**config.mk**
```make
export PLATFORM = sky130hd
export DESIGN_NAME = xf100_ifetch
export DESIGN_NICKNAME = d
export VERILOG_FILES = /design/src/rtl/xf100_ifetch.sv
export SDC_FILE = /design/constraint.sdc
export NUM_CORES = 1
export LEC_CHECK = 0
export CORE_ASPECT_RATIO = 0.7
export CORE_UTILIZATION = 35
export DETAILED_ROUTE_END_ITERATION = 8
export PLACE_DENSITY = 0.53
export SETUP_SLACK_MARGIN = 0.05
export SLEW_MARGIN = 10
export SYNTH_ARGS = -nofsm -noshare
export SYNTH_HDL_FRONTEND = slang
export SYNTH_SLANG_ARGS = --single-unit
```
**constraint.sdc**
```tcl
create_clock -name clk -period 7.2 [get_ports clk]
set_input_delay 1.44 -clock clk [delete_from_list [all_inputs] [get_ports clk]]
set_output_delay 1.44 -clock clk [all_outputs]
set_load 0.02 [all_outputs]
```
**src/rtl/xf100_ifetch.sv**
```systemverilog
// Instruction fetch front end: issues word-aligned fetches with at most two
// instructions in flight or buffered, drops stale responses after a redirect.
module xf100_ifetch #(
    parameter logic [31:0] RESET_PC = 32'h0000_0000
) (
    input  logic        clk,
    input  logic        rst_n,
    input  logic        redirect_valid,
    input  logic [31:0] redirect_pc,
    output logic        imem_req_valid,
    input  logic        imem_req_ready,
    output logic [31:0] imem_req_addr,
    input  logic        imem_rsp_valid,
    input  logic [31:0] imem_rsp_instr,
    input  logic        imem_rsp_err,
    output logic        out_valid,
    input  logic        out_ready,
    output logic [31:0] out_instr,
    output logic [31:0] out_pc,
    output logic        out_err
);

    localparam logic [31:0] START_PC = RESET_PC & 32'hFFFF_FFFC;

    logic        started;
    logic [31:0] fetch_pc;
    logic [31:0] rsp_pc;
    logic [1:0]  inflight;
    logic [1:0]  drop;
    logic [1:0]  count;
    logic        rd_ptr;
    logic        wr_ptr;
    logic [31:0] fifo_pc    [2];
    logic [31:0] fifo_instr [2];
    logic        fifo_err   [2];

    logic [31:0] redirect_aligned;
    logic [2:0]  occupancy;
    logic        req_fire;
    logic        rsp_fire;
    logic        keep;
    logic        pop;

    assign redirect_aligned = redirect_pc & 32'hFFFF_FFFC;
    assign occupancy        = {1'b0, inflight} + {1'b0, count};

    // Occupancy uses registered counts only, so the request never depends on
    // same-cycle responses or pops.
    assign imem_req_valid = started & ~redirect_valid & (occupancy < 3'd2);
    assign imem_req_addr  = fetch_pc;

    assign req_fire = imem_req_valid & imem_req_ready;
    assign rsp_fire = imem_rsp_valid & (inflight != 2'd0);
    assign keep     = rsp_fire & (drop == 2'd0) & ~redirect_valid;
    assign pop      = out_valid & out_ready & ~redirect_valid;

    assign out_valid = (count != 2'd0);
    assign out_instr = fifo_instr[rd_ptr];
    assign out_pc    = fifo_pc[rd_ptr];
    assign out_err   = fifo_err[rd_ptr];

    always_ff @(posedge clk or negedge rst_n) begin
        if (!rst_n) begin
            started       <= 1'b0;
            fetch_pc      <= START_PC;
            rsp_pc        <= START_PC;
            inflight      <= 2'd0;
            drop          <= 2'd0;
            count         <= 2'd0;
            rd_ptr        <= 1'b0;
            wr_ptr        <= 1'b0;
            fifo_pc[0]    <= 32'd0;
            fifo_pc[1]    <= 32'd0;
            fifo_instr[0] <= 32'd0;
            fifo_instr[1] <= 32'd0;
            fifo_err[0]   <= 1'b0;
            fifo_err[1]   <= 1'b0;
        end else begin
            started <= 1'b1;
            if (redirect_valid) begin
                // Every response still owed by memory belongs to the old stream.
                fetch_pc <= redirect_aligned;
                rsp_pc   <= redirect_aligned;
                inflight <= inflight - {1'b0, rsp_fire};
                drop     <= inflight - {1'b0, rsp_fire};
                count    <= 2'd0;
                rd_ptr   <= 1'b0;
                wr_ptr   <= 1'b0;
            end else begin
                if (req_fire) begin
                    fetch_pc <= fetch_pc + 32'd4;
                end
                inflight <= inflight + {1'b0, req_fire} - {1'b0, rsp_fire};
                if (rsp_fire && (drop != 2'd0)) begin
                    drop <= drop - 2'd1;
                end
                if (keep) begin
                    fifo_pc[wr_ptr]    <= rsp_pc;
                    fifo_instr[wr_ptr] <= imem_rsp_instr;
                    fifo_err[wr_ptr]   <= imem_rsp_err;
                    wr_ptr             <= ~wr_ptr;
                    rsp_pc             <= rsp_pc + 32'd4;
                end
                if (pop) begin
                    rd_ptr <= ~rd_ptr;
                end
                count <= count + {1'b0, keep} - {1'b0, pop};
            end
        end
    end

endmodule

```
==> results by group, run 1 <==
Final layout
  • Final Cell Area: 11980 µm²
  • Fill cells: 2491
  • Share of cells above drive strength 1: 0.2697
  • Storage element area: 4881 µm²
  • Commonest non-fill, non-tap cells in the layout: 199 x mux2_2, 194 x dfrtp_1, 161 x clkdlybuf4s50_1, 50 x nand2_1, 33 x nand3_1
  • Layout area overhead: 27.73%
  • Number of diodes: 0
  • Layout net count: 1005
  • Multi-input logic area: 4267 µm²
  • Most common cell after layout, fill and taps aside: mux2_2

Global route
  • Total gr overflow: 0
  • Total Routing Usage GR: 0.1814
  • Largest net degree at the start of global routing: 105
  • Initial antenna violation count: 0
  • First-pass GRT wire length: 38.76 mm
  • Vias in the first global route: 6736

Pwr
  • Pleak: 5.000 nW
  • Pwr/cell area: 366.8 nW/µm²
  • Tot Pwr: 4.395 mW
  • Peak VDD IR: 0.2356 mV

Synthesis
  • Synth Area in Simple Gates: 0.1011
  • EDFF count, synth: 0
  • Number of synthesized register bits: 195
  • Area fraction in compound gates after synthesis: 0.05348
  • Cell variety after synth: 45
  • Synth warn: 0
  • Xor/xnor cell area share of the yosys netlist: 0.04294
  • Mean post-synth cell area: 12.17 µm²
  • Multiplexer area fraction after synthesis: 0.2410
  • Synth Cell Area: 9381 µm²
  • Mapped Cells: 771
  • Synth async-reset ratio: 1.000
  • Synthesized-area fraction occupied by adder cells: 0.01280
  • Largest family of logic cells by synthesized area: multiplexers
  • Ys flop type: dfrtp_1
  • Sequential-to-total area share from yosys stat: 0.5201

STA
  • Clock Skews: 0.007694 ns
  • Hold violation total from the final report: 0
  • # setup viols final: 0
  • Peak Freq: 225.0 MHz
  • Worst Hold Slack: 0.5006 ns
  • Slew @ Worst Pin: 1.033 ns
  • Final period util: 0.6174
  • Final worst-path setup slack: 2.755 ns
  • Crit path time final: 4.445 ns
  • Worst rel slew slack: 0.3113
  • Number of max-slew violations in the final report: 0
  • RSZ-0062 raised after global routing: false
  • Setup_tns: 0 ns

Clocking
  • Root Buffer Master: clkbuf_16
  • CTS tree: yes
  • H-tree depth: 4
  • Skew-Pair Late Insertion Delay: 0.43 ns
  • Hold_buf cts: 0
  • Worst-case clock buffer depth: 2
  • Clock Sinks: 195
  • Total clock buffers created by CTS: 17
  • # resized after CTS: 0
  • Reg clk slew, reported paths: 0.07 ns
  • Postcts setup bufs: 0

Place
  • Port bufs: 163
  • Post-Place Cell Area: 11380 µm²
  • Worst slack, placed: 2.908 ns
  • Post-DP HPWL: 15.92 mm
  • RePlAce Congestion: 0.8497

Worst hold path
  • Hold crit path type: register to register

Setup path
  • CP startpoint kind: register
  • CP top delay family: buffers and inverters
  • CP Class: register to output port
  • Crit path largest cell delay: 1.03 ns
  • Setup crit end kind: output port
  • Critical Path AT: 3.01 ns
  • Crit path required time: 5.76 ns
  • Buffers & Inverters on Critical Path: 2
  • Critical path cell sequence: buf_4 -> mux2_2 -> clkdlybuf4s50_1
  • Crit-path max FO: 38
  • CP max stage cell: dfrtp_2

Routing
  • Wire per inst: 18.17 µm
  • Vias: 6469
  • Initial detailed-routing violation count: 284
  • Post-DRT Antenna Nets: 0
  • DRT Pass-1 Iters: 5
  • Post-Route WL: 23.53 mm
  • Drt drc: 0
  • Via/cell ratio: 4.995

Die
  • Rows: 49
  • Die ar.: 27470 µm²
  • Core Area: 25990 µm²
  • Die H: 139.0 µm
  • I/O Pins: 170
  • Die Wd: 197.7 µm
  • Starting Density: 0.3609

Status
  • Outcome: finished, final reports clean

Job
  • # Max-Cap Violations: 0
power by group:
part	internal, mW	switching, mW
clock network	0.574	0.420
registers	1.46	0.242
logic	0.941	0.752
total	2.98	1.41
layout make-up:
cell class              count  share of cell area
multi-input cells         518              0.3561
flip-flops and latches    195              0.4073
well taps                 357             0.03728
repair buffers            174              0.1429
clock inverters             9             0.01055
clock buffers              23             0.03989
inverters                  19            0.005952
synth_stat cells (6+ instances only):
cell type / n / area (µm²)
a21oi_1: 6 / 30.03
and3_1: 9 / 56.30
buf_2: 13 / 65.06
clkbuf_1: 25 / 93.84
dfrtp_1: 195 / 4880
ha_1: 8 / 100.1
inv_1: 19 / 71.32
mux2_2: 199 / 2241
nand2_1: 50 / 187.7
nand2b_1: 7 / 43.79
nand3_1: 33 / 165.2
nand4_1: 21 / 131.4
nor2_1: 28 / 105.1
nor4_1: 8 / 50.05
o211ai_1: 10 / 75.07
o21ai_0: 27 / 135.1
o311ai_0: 10 / 87.58
xnor2_1: 19 / 166.4
xor2_1: 27 / 236.5
metrics by stage:
step | util | cells
final | 0.4610 | 1295
after global routing | 0.4610 | 1295
after CTS | 0.4610 | 1295
after detailed placement | 0.4377 | 1263
after global placement | 0.4377 | 1263
after floorplan | - | 774
sequential cells by signal, indices dropped and copies added (netlist names):
signal / flops
fifo_instr: 64
fifo_pc: 60
imem_req_addr: 30
rsp_pc: 30
count: 2
drop: 2
fifo_err: 2
inflight: 2
rd_ptr: 1
started: 1
wr_ptr: 1
cell families after synthesis:
logic type	after synthesis
AO/OA/AOI/OAI	75
XOR/XNOR	46
adder cells (fa/ha/maj)	9
buffers and inverters	61
flip-flops	195
multiplexers	201
other	2
AND/OR/NAND/NOR	182
layer usage:
layer  global-route usage  share of wire  vias up
li1                     -              -     3079
met1               0.2825           0.53     3248
met2               0.2543           0.42      128
met3              0.03380          0.036       14
met4              0.04651         0.0092        0
met5                    0              0        -
path summary, 6_finish.rpt:
| path | startpoint | to | slack, ns | cells after the start |
|---|---|---|---|---|
| min in group asynchronous | rst_n | imem_req_addr[15] | 1.06 | 1 |
| hold / removal | fifo_instr[26] | fifo_instr[26] | 0.50 | 1 |
| hold reg to reg | fifo_instr[26] | fifo_instr[26] | 0.50 | 1 |
| max in group asynchronous | rst_n | fifo_pc[10] | 4.88 | 2 |
| setup reg to reg | inflight[0] | inflight[1] | 4.10 | 13 |
| setup / recovery | rd_ptr | out_pc[18] | 2.75 | 3 |
worst reg2reg max path, stage by stage (launching register included):
cell	delay [ns]
dfrtp_1	0.43
inv_1	0.09
nor2_1	0.14
fa_1	0.43
or4b_4	0.56
nor2_1	0.15
inv_1	0.05
buf_4	0.21
ha_1	0.30
inv_1	0.04
ha_1	0.17
xnor2_1	0.12
o21ai_0	0.19
xor2_1	0.16
(Power assumes the default switching activity.)
==> run 2, diff against run 1 <==
--- a/config.mk
+++ b/config.mk
@@ -8,7 +8,7 @@
 export CORE_ASPECT_RATIO = 0.7
 export CORE_UTILIZATION = 35
 export DETAILED_ROUTE_END_ITERATION = 8
-export PLACE_DENSITY = 0.53
+export PLACE_DENSITY = 0.55
 export SETUP_SLACK_MARGIN = 0.05
 export SLEW_MARGIN = 10
 export SYNTH_ARGS = -nofsm -noshare
==> constraint.sdc (replaced) <==
create_clock -name clk -period 3.8 [get_ports clk]
set_input_delay 0.76 -clock clk [delete_from_list [all_inputs] [get_ports clk]]
set_output_delay 0.76 -clock clk [all_outputs]
set_load 0.02 [all_outputs]
==> run 2 against run 1 <==
  * Clock skew rose by 0.0011 ns
  * First-iteration DRC count fell by 3.9%
  * Sequential share of layout area fell by 0.43 points
  * Global-route usage barely moved
  * Register-to-register slack got worse by 3.3 ns
  * Flip-flop and latch count did not move
  * Sequential power rose by 87%
==> results by group, run 2 (synthesis results as in run 1) <==
Routing
  • Initial detailed-routing violation count: 273 (-3.9%)
  • Vias: 6484 (+0.23%)
  • Wire per inst: 18.17 µm (about the same)
  • Via/cell ratio: 4.976 (-0.38%)
  • Drt drc: 0 (unchanged)
  • DRT Pass-1 Iters: 4 (-1)
  • Post-DRT Antenna Nets: 0 (unchanged)
  • Post-Route WL: 23.68 mm (+0.62%)

Pwr
  • Internal Power: 5.605 mW (+88%)
  • Register share of total power: 0.386 (-0.002)
  • Psw: 2.696 mW (+91%)
  • Combinational Power Share: 0.394 (+0.009)
  • Tot Pwr: 8.300 mW (+89%)
  • Net Sw Frac: 0.3248 (+0.002862)
  • Pwr/cell area: 685.5 nW/µm² (+87%)
  • Clock power frac: 0.221 (-0.005)
  • Peak VDD IR: 0.3406 mV (+45%)
  • Pleak: 5.052 nW (+1.0%)

Global route
  • Total Routing Usage GR: 0.1818 (+0.0003937)
  • Largest net degree at the start of global routing: 94 (-10%)
  • Initial antenna violation count: 0 (unchanged)
  • Vias in the first global route: 6731 (-0.074%)
  • First-pass GRT wire length: 38.76 mm (about the same)
  • Total gr overflow: 0 (unchanged)

Job
  • # Max-Cap Violations: 0 (unchanged)

Clocking
  • Hold_buf cts: 0 (unchanged)
  • # resized after CTS: 0 (unchanged)
  • Postcts setup bufs: 0 (unchanged)
  • Total clock buffers created by CTS: 17 (unchanged)
  • H-tree depth: 4 (unchanged)
  • CTS tree: yes
  • Skew-Pair Late Insertion Delay: 0.43 ns (about the same)
  • Root Buffer Master: clkbuf_16
  • Clock Sinks: 195 (unchanged)
  • Worst-case clock buffer depth: 2 (unchanged)
  • Reg clk slew, reported paths: 0.07 ns (about the same)

Setup path
  • Critical Path Most Common Cell: inv_1
  • Crit path largest cell delay: 0.62 ns (-0.41 ns)
  • CP Class: register to output port
  • CP startpoint kind: register
  • Crit-path max FO: 5 (-87%)
  • Crit path required time: 3.04 ns (-2.72 ns)
  • CP max stage cell: clkdlybuf4s50_1
  • Critical path cell sequence: inv_1 -> nor2_1 -> fa_1 -> or4b_4 -> inv_1 -> clkdlybuf4s50_1
  • Setup crit end kind: output port
  • Critical Path AT: 2.79 ns (-0.22 ns)

STA
  • Hold violation total from the final report: 0 (unchanged)
  • Clock Skews: 0.008800 ns (+0.001106 ns)
  • # setup viols final: 0 (unchanged)
  • Final period util: 0.9354
  • RSZ-0062 raised after global routing: false
  • Peak Freq: 281.3 MHz
  • Final worst-path setup slack: 0.2456 ns (-2.509 ns)
  • Setup_tns: 0 ns (unchanged)
  • Worst rel slew slack: 0.4203 (+0.1091)
  • Slew @ Worst Pin: 0.8663 ns (-0.1668 ns)
  • Crit path time final: 3.554 ns
  • Number of max-slew violations in the final report: 0 (unchanged)

Final layout
  • Largest regs: fifo_instr x64, fifo_pc x60
  • Commonest non-fill, non-tap cells in the layout: 199 x mux2_2, 194 x dfrtp_1, 161 x clkdlybuf4s50_1, 50 x nand2_1, 33 x nand3_1
  • Final Cell Area: 12110 µm² (+1.1%)
  • Layout area overhead: 29.07%
  • Largest Register: fifo_instr
  • Layout net count: 1013 (+0.80%)
  • Share of cells above drive strength 1: 0.2791 (+0.009347)
  • Most common cell after layout, fill and taps aside: mux2_2
  • Max reg flops: 64 (unchanged)
  • Util after Layout: 0.4658 (+0.004861)
  • Number of diodes: 0 (unchanged)

Die
  • Die H: 139.0 µm (unchanged)
  • Core Area: 25990 µm² (unchanged)
  • Die ar.: 27470 µm² (unchanged)
  • Starting Density: 0.3609 (unchanged)
  • Die Wd: 197.7 µm (unchanged)
  • I/O Pins: 170 (unchanged)
  • Rows: 49 (unchanged)

Place
  • Worst slack, placed: 0.6855 ns (-2.222 ns)
  • Post-DP HPWL: 16.47 mm (+3.4%)
  • Post-Place Cell Area: 11510 µm² (+1.2%)
  • RePlAce Congestion: 0.8572 (+0.88%)
  • Port bufs: 163 (unchanged)

Worst hold path
  • Hold crit path type: input pin to async pin

Status
  • Outcome: finished, final reports clean
## run 2: path summary, 6_finish.rpt
check,startpoint,to,slack (ns),depth (start not counted)
max,inflight[0],imem_req_valid,0.25,6
min,rst_n,imem_req_addr[16],0.39,1
max reg2reg,inflight[0],imem_req_addr[23],0.77,8
min reg2reg,fifo_pc[43],fifo_pc[43],0.50,1
max in group asynchronous,rst_n,fifo_pc[29],2.56,2
min in group clk,fifo_pc[43],fifo_pc[43],0.50,1
## run 2: layer usage
layer,global-route usage,wire (µm)
met1,0.2875,12470
met2,0.2520,10100
met3,0.03453,974
met4,0.03958,136
met5,0,0
## run 2: final cells by class
| type | instances | area [µm²] |
|---|---|---|
| well taps | 357 | 446.7 |
| multi-input cells | 518 | 4267 |
| inverters | 19 | 71.32 |
| fillers | 2457 | 13890 |
| clock buffers | 20 | 466.7 |
| flip-flops and latches | 195 | 4881 |
| clock inverters | 12 | 128.9 |
| repair buffers | 182 | 1848 |
## run 2: metrics by stage
step	cells	hold WS [ns]
2_1_floorplan	774	0.4644
3_5_place_dp	1271	0.4898
5_1_grt	1303	0.4562
6_report	1303	0.3860
3_3_place_gp	1271	0.4835
4_1_cts	1303	0.4283
## run 2: power by group through the flow
stage / Sequential [mW] / Combinational [mW] / Clock, mW
final: 3.20 / 3.27 / 1.83
after global placement: 3.23 / 3.27 / 0
after detailed placement: 3.24 / 3.29 / 0
after floorplan: 3.14 / 2.00 / 0
after global routing: 3.32 / 3.52 / 1.98
after CTS: 3.21 / 3.32 / 1.90
## run 2: worst max-delay path, delay by kind of cell (launching register included)
kind                       cells  cell delay [ns]
adders and majority gates      1             0.42
buffers and inverters          3             0.83
DFF                            1             0.42
and+or+nand+nor                2             0.69
==> run 3, diff against run 2 <==
--- a/config.mk
+++ b/config.mk
@@ -5,9 +5,11 @@
 export SDC_FILE = /design/constraint.sdc
 export NUM_CORES = 1
 export LEC_CHECK = 0
+export ABC_CLOCK_PERIOD_IN_PS = 3800
 export CORE_ASPECT_RATIO = 0.7
 export CORE_UTILIZATION = 35
 export DETAILED_ROUTE_END_ITERATION = 8
+export MAX_ROUTING_LAYER = met4
 export PLACE_DENSITY = 0.55
 export SETUP_SLACK_MARGIN = 0.05
 export SLEW_MARGIN = 10
==> run 3 against run 2 <==
  * Critical path depth stayed put
  * Via count increased by 0.42%
  * Cell count unchanged
  * Routed wire length grew 0.17%
  * Critical path type unchanged
  * Critical endpoint unchanged
  * Largest power group unchanged
==> results by group, run 3 (synthesis results as in run 1) <==
Final layout
  • Fill cells: 2457 (unchanged)
  • Most common cell after layout, fill and taps aside: mux2_2
  • Fin cells: 1303 (unchanged)
  • Layout net count: 1013 (unchanged)
  • Largest Register: fifo_instr
  • Max reg flops: 64 (unchanged)
  • Commonest non-fill, non-tap cells in the layout: 199 x mux2_2, 194 x dfrtp_1, 161 x clkdlybuf4s50_1, 50 x nand2_1, 33 x nand3_1
  • Share of cells above drive strength 1: 0.2791 (unchanged)
  • Largest regs: fifo_instr x64, fifo_pc x60
  • Layout area overhead: 29.07% (unchanged)
  • Number of diodes: 0 (unchanged)

Place
  • Cells after DPL: 1271 (unchanged)
  • Port bufs: 163 (unchanged)
  • Post-DP HPWL: 16.47 mm (unchanged)
  • RePlAce Congestion: 0.8709 (+1.6%)

Routing
  • Via/cell ratio: 4.997 (+0.42%)
  • Wire per inst: 18.20 µm (+0.17%)
  • Initial detailed-routing violation count: 272 (-0.37%)
  • Drt drc: 0 (unchanged)
  • Met2 WL: 10.02 mm (-0.76%)
  • Post-Route WL: 23.72 mm (+0.17%)
  • Top sig layer: met4
  • Met3 Routed Length: 989 µm (+1.5%)
  • Post-DRT Antenna Nets: 0 (unchanged)
  • Metal-1 WL: 12.53 mm (+0.48%)
  • DRT Pass-1 Iters: 5 (+1)
  • Vias: 6511 (+0.42%)

STA
  • Hold violation total from the final report: 0 (unchanged)
  • Worst rel slew slack: 0.3773 (-0.04304)
  • RSZ-0062 raised after global routing: false
  • Clock Skews: 0.009396 ns (+0.0005959 ns)
  • Number of max-slew violations in the final report: 0 (unchanged)
  • Final period util: 0.9375 (+0.002133)
  • Worst Hold Slack: 0.3868 ns (+0.0007570 ns)
  • Slew @ Worst Pin: 0.9306 ns (+0.06433 ns)
  • # setup viols final: 0 (unchanged)
  • Crit path time final: 3.562 ns (+0.008107 ns)
  • Peak Freq: 280.7 MHz (-0.23%)
  • Setup_tns: 0 ns (unchanged)

Clocking
  • Root Buffer Master: clkbuf_16
  • CTS tree: yes
  • Total clock buffers created by CTS: 17 (unchanged)
  • H-tree depth: 4 (unchanged)
  • Reg clk slew, reported paths: 0.07 ns (about the same)
  • Skew-Pair Late Insertion Delay: 0.43 ns (about the same)
  • Clock Sinks: 195 (unchanged)
  • Worst-case clock buffer depth: 2 (unchanged)
  • Postcts setup bufs: 0 (unchanged)
  • # resized after CTS: 0 (unchanged)
  • Hold_buf cts: 0 (unchanged)

Status
  • Outcome: finished, final reports clean

Setup path
  • Reg2reg start: inflight[0]
  • Critical Path Most Common Cell: inv_1
  • R2R Path End: imem_req_addr[23]
  • Crit path largest cell delay: 0.62 ns (about the same)
  • Reg-to-reg slack, setup: 0.75 ns (-0.02 ns)
  • Worst setup path start: inflight[0]
  • Critical path cell sequence: inv_1 -> nor2_1 -> fa_1 -> or4b_4 -> inv_1 -> clkdlybuf4s50_1
  • Crit path required time: 3.04 ns (about the same)
  • Setup crit end kind: output port
  • CP top delay family: buffers and inverters
  • Crit-path max FO: 5 (unchanged)
  • Critical Path AT: 2.80 ns (about the same)
  • Buffers & Inverters on Critical Path: 3 (unchanged)
  • CP max stage cell: clkdlybuf4s50_1
  • Worst R2R Path Depth: 8 (unchanged)
  • Crit path depth: 6 (unchanged)
  • CP startpoint kind: register
  • CP Class: register to output port

Die
  • Starting Density: 0.3609 (unchanged)
  • Die Wd: 197.7 µm (unchanged)
  • Rows: 49 (unchanged)
  • I/O Pins: 170 (unchanged)
  • Die H: 139.0 µm (unchanged)
  • Core Area: 25990 µm² (unchanged)
  • Die ar.: 27470 µm² (unchanged)

Global route
  • Largest net degree at the start of global routing: 94 (unchanged)
  • Total gr overflow: 0 (unchanged)
  • Total Routing Usage GR: 0.1874 (+0.005555)
  • Vias in the first global route: 6725 (-0.089%)
  • First-pass GRT wire length: 38.78 mm (about the same)
  • Initial antenna violation count: 0 (unchanged)

Job
  • # Max-Cap Violations: 0 (unchanged)

Pwr
  • Pleak: 5.052 nW (unchanged)
  • Peak VDD IR: 0.3438 mV (+0.95%)
  • Pwr/cell area: 686.0 nW/µm² (about the same)

Worst hold path
  • Hold crit path type: input pin to async pin
-- run 3: cell counts in the layout (fill, tap and decap cells not counted) --
No cell type changed its count.
-- run 3: layout make-up --
class / instances / area (µm²) / share of cell area
Clock buffer: 20 / 466.7 / 0.03854
Tap cell: 357 / 446.7 / 0.03689
Timing Repair Buffer: 182 / 1848 / 0.1526
Sequential cell: 195 / 4881 / 0.4031
Clock inverter: 12 / 128.9 / 0.01064
Inverter: 19 / 71.32 / 0.005890
Multi-Input combinational cell: 518 / 4267 / 0.3523
-- run 3: stage by stage --
stage               setup WS (ns)  utilization  instance area (µm²)  total power [mW]
floorplan                  0.7012            -                 9393             5.145
global placement           0.7084       0.4429                11510             6.495
detailed placement         0.6855       0.4429                11510             6.532
CTS                        0.1969       0.4658                12110             8.421
global route              0.05196       0.4658                12110             8.816
finish                     0.2375       0.4658                12110             8.307
-- run 3: worst max path at each step --
| stage | endpoint |
|---|---|
| 6_report | imem_req_valid |
| 5_1_grt | imem_req_valid |
| 4_1_cts | imem_req_valid |
| 3_5_place_dp | fifo_pc[10] |
| 3_3_place_gp | fifo_instr[7] |
| 2_1_floorplan | inflight[1] |
-- run 3: routing by layer --
layer	vias to the layer above	global-route usage
met5	-	-
met4	0	0.03958
met3	12	0.03332
met2	129	0.2502
met1	3285	0.2897
li1	3085	-
-- run 3: where the power goes --
part | internal, mW | total [mW] | switching, mW
Sequential | 2.78 | 3.20 | 0.426
Clock | 1.02 | 1.84 | 0.813
Combinational | 1.80 | 3.27 | 1.46
Total | 5.60 | 8.31 | 2.70
